### config.mk
export PLATFORM = sky130hd
export DESIGN_NAME = sort_frame_packer
export DESIGN_NICKNAME = d
export VERILOG_FILES = /design/src/rtl/sort_frame_packer.sv
export SDC_FILE = /design/constraint.sdc
export NUM_CORES = 1
export LEC_CHECK = 0
export ABC_AREA = 1
export BUFFER_PORTS_ARGS = -buffer_cell sky130_fd_sc_hd__buf_2
export CORE_ASPECT_RATIO = 2
export CORE_MARGIN = 2
export CORE_UTILIZATION = 56
export DETAILED_ROUTE_END_ITERATION = 8
export PLACE_DENSITY = 0.77
export SETUP_SLACK_MARGIN = 0.2
export SYNTH_ARGS = -nofsm -noshare
export SYNTH_HDL_FRONTEND = slang
export SYNTH_SLANG_ARGS = --single-unit
export TNS_END_PERCENT = 10
### constraint.sdc
create_clock -name clock -period 4.6 [get_ports clock]
set_input_delay 1.15 -clock clock [delete_from_list [all_inputs] [get_ports clock]]
set_output_delay 1.15 -clock clock [all_outputs]
set_load 0.02 [all_outputs]
### src/rtl/sort_frame_packer.sv
// sort_frame_packer: packs a serial valid/ready byte stream into 8-byte frames for the
// 8-entry byte sorter. The packer holds one finished frame in the output registers and
// assembles the next frame at the same time. A frame that in_last closes early is padded
// with PAD_VALUE, so the padding sorts to the tail.
//
// Ports:
//   clock            rising-edge clock
//   reset            synchronous, active-low reset
//   in_valid/in_ready/in_data/in_last   upstream byte stream
//   out_valid/out_ready                 frame handshake to the sorter
//   a, a1..a7        frame elements 0..7, in arrival order
//   out_count        number of real (non-pad) bytes in the frame, 1..8
//   frames_out       frames handed off, wraps at 16 bits
//
// Optional feature: define SORT_PACK_TIMEOUT_EN to force-flush a partial frame after
// TIMEOUT_CYCLES idle cycles. Without the macro, a partial frame waits for more bytes.
module sort_frame_packer #(
  parameter int unsigned       DATA_W         = 8,
  parameter logic [DATA_W-1:0] PAD_VALUE      = 8'hFF,
  parameter int unsigned       TIMEOUT_CYCLES = 64
) (
  input  logic              clock,
  input  logic              reset,
  input  logic              in_valid,
  output logic              in_ready,
  input  logic [DATA_W-1:0] in_data,
  input  logic              in_last,
  output logic              out_valid,
  input  logic              out_ready,
  output logic [DATA_W-1:0] a,
  output logic [DATA_W-1:0] a1,
  output logic [DATA_W-1:0] a2,
  output logic [DATA_W-1:0] a3,
  output logic [DATA_W-1:0] a4,
  output logic [DATA_W-1:0] a5,
  output logic [DATA_W-1:0] a6,
  output logic [DATA_W-1:0] a7,
  output logic [3:0]        out_count,
  output logic [15:0]       frames_out
);

  typedef enum logic [0:0] {StCollect, StPending} state_e;

  state_e            state_q;
  logic [2:0]        idx_q;
  logic [DATA_W-1:0] asm_q [8];
  logic [3:0]        pend_count_q;
  logic [DATA_W-1:0] out_q [8];
  logic [3:0]        out_count_q;
  logic              out_valid_q;
  logic [15:0]       frames_q;

  logic              accept;
  logic              close;
  logic              slot_free;
  logic              out_take;
  logic              timeout_hit;
  logic [DATA_W-1:0] frame [8];
  logic [3:0]        frame_count;

  assign in_ready  = (state_q == StCollect);
  assign accept    = in_valid && in_ready;
  assign out_take  = out_valid_q && out_ready;
  assign slot_free = !out_valid_q || out_ready;
  assign close     = (accept && ((idx_q == 3'd7) || in_last)) || timeout_hit;

  // Closing frame as it would look after this edge. The accepted byte (if any) is merged
  // in at idx. Everything above it is padding. This one path serves both the normal close
  // and the timeout close.
  always_comb begin
    for (int i = 0; i < 8; i++) begin
      if (3'(i) < idx_q) begin
        frame[i] = asm_q[i];
      end else if ((3'(i) == idx_q) && accept) begin
        frame[i] = in_data;
      end else begin
        frame[i] = PAD_VALUE;
      end
    end
    frame_count = {1'b0, idx_q} + {3'b000, accept};
  end

`ifdef SORT_PACK_TIMEOUT_EN
  logic [15:0] idle_q;

  assign timeout_hit = (state_q == StCollect) && !accept && (idx_q != 3'd0) &&
                       (idle_q == 16'(TIMEOUT_CYCLES - 1));

  always_ff @(posedge clock) begin
    if (!reset) begin
      idle_q <= '0;
    end else if (accept || close || (state_q != StCollect) || (idx_q == 3'd0)) begin
      idle_q <= '0;
    end else begin
      idle_q <= idle_q + 16'd1;
    end
  end
`else
  assign timeout_hit = 1'b0;
`endif

  always_ff @(posedge clock) begin
    if (!reset) begin
      state_q      <= StCollect;
      idx_q        <= '0;
      pend_count_q <= '0;
      out_count_q  <= '0;
      out_valid_q  <= 1'b0;
      frames_q     <= '0;
      for (int i = 0; i < 8; i++) begin
        asm_q[i] <= '0;
        out_q[i] <= '0;
      end
    end else begin
      // A frame load later in this block overrides this clear.
      if (out_take) begin
        out_valid_q <= 1'b0;
      end
      unique case (state_q)
        StCollect: begin
          if (accept && !close) begin
            asm_q[idx_q] <= in_data;
            idx_q        <= idx_q + 3'd1;
          end
          if (close) begin
            idx_q <= '0;
            if (slot_free) begin
              out_q       <= frame;
              out_count_q <= frame_count;
              out_valid_q <= 1'b1;
              frames_q    <= frames_q + 16'd1;
            end else begin
              asm_q        <= frame;
              pend_count_q <= frame_count;
              state_q      <= StPending;
            end
          end
        end
        StPending: begin
          if (out_take) begin
            out_q       <= asm_q;
            out_count_q <= pend_count_q;
            out_valid_q <= 1'b1;
            frames_q    <= frames_q + 16'd1;
            state_q     <= StCollect;
          end
        end
        default: state_q <= StCollect;
      endcase
    end
  end

  assign out_valid  = out_valid_q;
  assign out_count  = out_count_q;
  assign frames_out = frames_q;
  assign a          = out_q[0];
  assign a1         = out_q[1];
  assign a2         = out_q[2];
  assign a3         = out_q[3];
  assign a4         = out_q[4];
  assign a5         = out_q[5];
  assign a6         = out_q[6];
  assign a7         = out_q[7];

endmodule

* Word-level counts from Yosys, hierarchy flattened
Index checks and enable logic that the tools add are counted.
** Word-level totals
- Register bits :: 157
- Output and inout bits :: 86
- Bits of input ports :: 13
- Word-level logic and storage cells :: 116
** Operators by class
- Add/sub/neg operators :: 3
- Magnitude comparators :: 10
- Multiplexer cells :: 45
- Bitwise operators :: 3
- Reductions and logical operators :: 22
- Equal/unequal tests :: 11
** Operator list (count)
- $mux 64 :: 6
- $mux 8 :: 17
- $pmux 64 s2 :: 1
- $bwmux 64 :: 1
- $mux 16 :: 3
- $pmux 16 s2 :: 1
- $demux 8 s3 :: 1
- $add 16x1->16 const B :: 1
- $logic_and 1x1->1 :: 13
- $eq 3x3->1 const A :: 4
- $lt 3x3->1 const A :: 4
- $mux 4 :: 3
- $pmux 4 s2 :: 1
- $mux 1 :: 7
- $eq 2x3->1 const A :: 2
- $lt 1x3->1 const A :: 2
- $lt 2x3->1 const A :: 2
- $mux 3 :: 2
- $ne 2x1->1 const B :: 3
- $reduce_and 3->1 :: 2
- $add 3x1->4 :: 1
- $ge 4x4->1 const B :: 1
- $lt 4x1->1 const B :: 1
- $not 3->4 :: 1
- 10 further kinds :: 14

* Depth between registers and ports, before layout
- Word-level depth :: 9
- Depth in mapped cells :: 12
- Mapped depth without buffers :: 12

* Worst setup path after synthesis
Ideal clock, no wire load.
- Path type :: input to register
- Start :: input port in_valid
- End :: register out_count_q[2] (netlist: out_count[2])
- Path slack :: 2.365 ns
- Cell stages on the path :: 8
- Path buffers :: 0
- Data required time :: 4.481 ns
- Arrival :: 2.117 ns
- Library setup time :: 0.119 ns
- Cells stage by stage :: inv_2 nor2_8 ha_1 ha_1 xnor2_1 nor2_1 a211oi_1 nor2_1
** On the way
- Cells in the longest elaborated chain, start to end :: 5
- Elaborated cells between the ends (all ways) :: 8
- Classes of those cells :: add/sub (1); eq/ne (1); mux (3); reduce/logical (3)
** Ends and longest elaborated chain
- start, declared :: RTL line 24 : input logic in_valid,
- $logic_and 1x1->1 * :: RTL line 62 : assign accept = in_valid && in_ready;
- $add 3x1->4 :: RTL line 80 : frame_count = {1'b0, idx_q} + {3'b000, accept};
- $mux 4 :: RTL line 127 : if (slot_free) begin
- $mux 4 :: RTL line 125 : if (close) begin
- $pmux 4 s2 :: RTL line 119 : unique case (state_q)
- end signal, assigned :: RTL line 129 : out_count_q <= frame_count;
- end signal, assigned :: RTL line 142 : out_count_q <= pend_count_q;
- end, declared :: RTL line 49 : logic [3:0] out_count_q;
Every way passes the cells marked *; elsewhere a longest branch is shown, timed or not. The select of a mux whose other input is x is not followed.
A chain may end at the register's enable or synchronous reset.

* Worst setup path after layout
- Start :: register idx_q[1]
- End :: register asm_q[28] (netlist name)
** On the way
- Cells in the longest elaborated chain, start to end :: 9
- Elaborated cells between the ends (all ways) :: 20
- Classes of those cells :: order compare (3); eq/ne (2); mux (8); bitwise (1); reduce/logical (6)
** Ends and longest elaborated chain
- start, declared :: RTL line 45 : logic [2:0] idx_q;
- start signal, assigned :: RTL line 123 : idx_q <= idx_q + 3'd1;
- $not 3->4 (implied by the code) :: RTL line 122 : asm_q[idx_q] <= in_data;
- $ge 4x4->1 (implied by the code) / $lt 4x1->1 (equally long branches) :: RTL line 122
- $logic_and 1x1->1 (implied by the code) :: RTL line 122
- $mux 8 (implied by the code) :: RTL line 122
- $demux 8 s3 :: RTL line 122
- $bwmux 64 :: RTL line 122
- $mux 64 :: RTL line 121 : if (accept && !close) begin
- $mux 64 :: RTL line 127
- $mux 64 * :: RTL line 125
- end signal, assigned by index :: RTL line 122
- end signal, assigned :: RTL line 133 : asm_q <= frame;
- end, declared :: RTL line 46 : logic [DATA_W-1:0] asm_q [8];
Every way passes the cells marked *; elsewhere a longest branch is shown, timed or not.

==> reports/metrics.yaml <==
status:
  status: "complete, no violations"
timing:
  fin_skew_ns: 0.00891
  maxSlewHeadroom_pct: 35.3
  setup_slack_ns: 1.88
  worst_pin_slew_ns: 0.970
  maxSlewViolCount: 0
  fmax_mhz: 367
  finalSetupViolCount: 0
  rsz0062_at_grt: "no"
  hold_viol: 0
  holdWs_ns: 0.472
  fin_tns_setup_ns: 0
  period_needed_ns: 2.72
  min_period_over_period_pct: 59.2
detailed_routing:
  routed_via_density: 5.73
  drt.antenna.violating_nets: 0
  wl_per_cell_um: 16.1
  drt_pass1_iterations: 5
  drc: 0
  wirelength_um: 24700
  via_count: 8796
  drtIter0Drc: 536
final_layout:
  stdcell_count: 1536
  layout-drive-gt1-share_pct: 12.8
  finalInstanceArea_um2: 9370
  layout.nets: 1351
  regArea_um2: 3140
  fillers: 1407
  areaGrowthSynthToFinish_pct: 13.1
  multiInputGateArea_um2: 4550
  antenna_cells: 0
critical_path:
  r2r-end: "asm_q[28]"
  startpoint: "idx_q[1]"
  arrival_ns: 3.02
  r2r_cells: 11
  worstReg2RegStart: "idx_q[1]"
  critPathMaxFanout: 11
  worstSetupPathType: "reg2reg"
  crit_path_start_kind: "flop"
  end_kind: "flop"
  crit_required_ns: 4.90
  r2r_slack_ns: 1.88
  endpoint: "asm_q[28]"
synthesis:
  ys_top_cells_by_count: "nand2_1, nor2_1, dfxtp_1"
  ys_async_sr_fraction_pct: 0
  yosys_warnings: 0
  yosysTopAreaCell: "dfxtp_1"
  synthFlopType: "dfxtp_1"
  seq_area_frac_synth_pct: 37.9
  synth.cell_area_um2: 8280
  syn_inst: 1287
  netlist_top_cells_area: "dfxtp_1, nand2_1, a21oi_1, nor2_1, o21ai_0"
  synth.most_common_cell: "nand2_1"
  ys_types: 35
  syn_avg_cell_area_um2: 6.44
  syn-num-nets: 1307
  synth-seq-cells: 157
  synth_top_area_share_pct: 37.9
  synth_edf_count: 0
hold_path:
  hold_class: "reg2reg"
  hold_start: "pend_count_q[3]"
clock_network:
  cts.clk_slew.worst_paths_ns: 0.07
  cts_resized: 0
  clock_sinks: 157
  cts_tree: "done"
  numCtsBuffers: 17
  postCtsSetupBuffers: 0
  htreeDepth: 4
  clock_latency_ns: 0.44
  cts_root_buffer: "clkbuf_16"
  cts_max_path_buffers: 2
  cts_hold_buf: 0
grt:
  grt_first_pass_wirelength_um: 40500
  track_usage_pct: 31.5
  grt_pass1_vias: 8246
  antenna_found_initial: 0
  grt_max_degree: 87
  overflow: 0
place:
  place_area_um2: 8740
  hpwl_um: 15800
  post-place-cells: 1504
  place_ws_ns: 1.57
  gp_congestion: 0.932
  portBuffers: 98
floorplan:
  coreArea_um2: 14400
  die_w_um: 90.0
  rows: 62
  die_height_um: 176
  start_util_pct: 57.4
  die_area_um2: 15800
  io_pins: 99
pwr:
  p_leak_nw: 4.17
  vdd_drop_max_mv: 0.261
  p_per_area_nw_per_um2: 360
flow_run:
  max_cap_viol_count: 0
## layout make-up
| class | count | area share, % |
|---|---|---|
| multi-input combinational | 989 | 48.6 |
| sequential | 157 | 33.6 |
| timing repair buffer | 110 | 6.33 |
| clock buffer | 20 | 4.66 |
| tap | 192 | 2.56 |
| inverter | 56 | 2.26 |
| clock inverter | 12 | 1.99 |
## report_power, final
part	total (W)	internal, W	leakage [nW]	switching (W)
Combinational	0.000400	0.000117	2.60	0.000283
Sequential	0.00147	0.00143	1.28	0.0000417
Clock	0.00151	0.000915	0.292	0.000591
## worst max-delay path: stages, from the launching register on
cell and delay, ns:
dfxtp_1 0.57, ha_1 0.24, ha_1 0.21, nor2_2 0.10, nand2_1 0.35, nor2_1 0.14, nand2_1 0.30, clkinv_1 0.31
nand2_1 0.13, nand3_1 0.07, nand2_1 0.11, nor2_1 0.04
## per-stage QoR
step                      power (W)  util [%]
after detailed placement    0.00189      60.6
after floorplan             0.00177         -
after CTS                   0.00339      64.9
after global routing        0.00349      64.9
final                       0.00337      64.9
after global placement      0.00189      60.6
## layout by cell type (no fill, tap or decap), types with 4 or more instances in the layout
cell       netlist  layout
clkinv_1        10      10
buf_4            9      11
nand3_1         79      79
clkbuf_16        0      17
a21oi_1        153     153
dfxtp_1        157     156
buf_2           17      98
nor2_2           4       4
o21ai_0        105     105
or2_1            5       5
inv_2            9       9
nand2_1        369     369
ha_1             7       7
nor2_1         166     166
xnor2_1          4       4
or2_0           12      12
nand2_2          8       8
o211ai_1        32      32
o21ai_1         22      22
inv_1           36      36
bufinv_16        0       4
## per-layer routing
metal	global-route usage, %	wire length [um]	vias up
li1	-	-	4312
met1	34.9	9540	4036
met2	56.6	12500	344
met3	5.29	1400	104
met4	18.0	1290	0
met5	0	0	-
## registers in the layout, indices dropped and copies added, names as in the netlist
register / flops
state_q: 1
a7: 8
asm_q: 64
a6: 8
a3: 8
frames_out: 16
a5: 8
out_valid: 1
a2: 8
idx_q: 3
a4: 8
a: 8
out_count: 4
pend_count_q: 4
a1: 8
## worst min-delay path by stage
stage | to | slack [ns] | cells after the start
2_1_floorplan | pend_count_q[3] | 0.44 | 2
3_3_place_gp | pend_count_q[3] | 0.45 | 2
3_5_place_dp | pend_count_q[3] | 0.46 | 2
4_1_cts | pend_count_q[3] | 0.47 | 2
5_1_grt | pend_count_q[3] | 0.50 | 2
6_report | pend_count_q[3] | 0.47 | 2
## cells by family (layout without fill, tap and decap cells)
family	Yosys count	in the layout	share of synthesized area, %
flops	157	157	37.9
compound gates	320	320	20.6
buf+inv	141	198	7.16
fa+ha+maj	7	7	1.06
xor+xnor	6	6	0.634
simple gates	656	656	32.6
No activity file was read; power rests on OpenSTA's default activity.
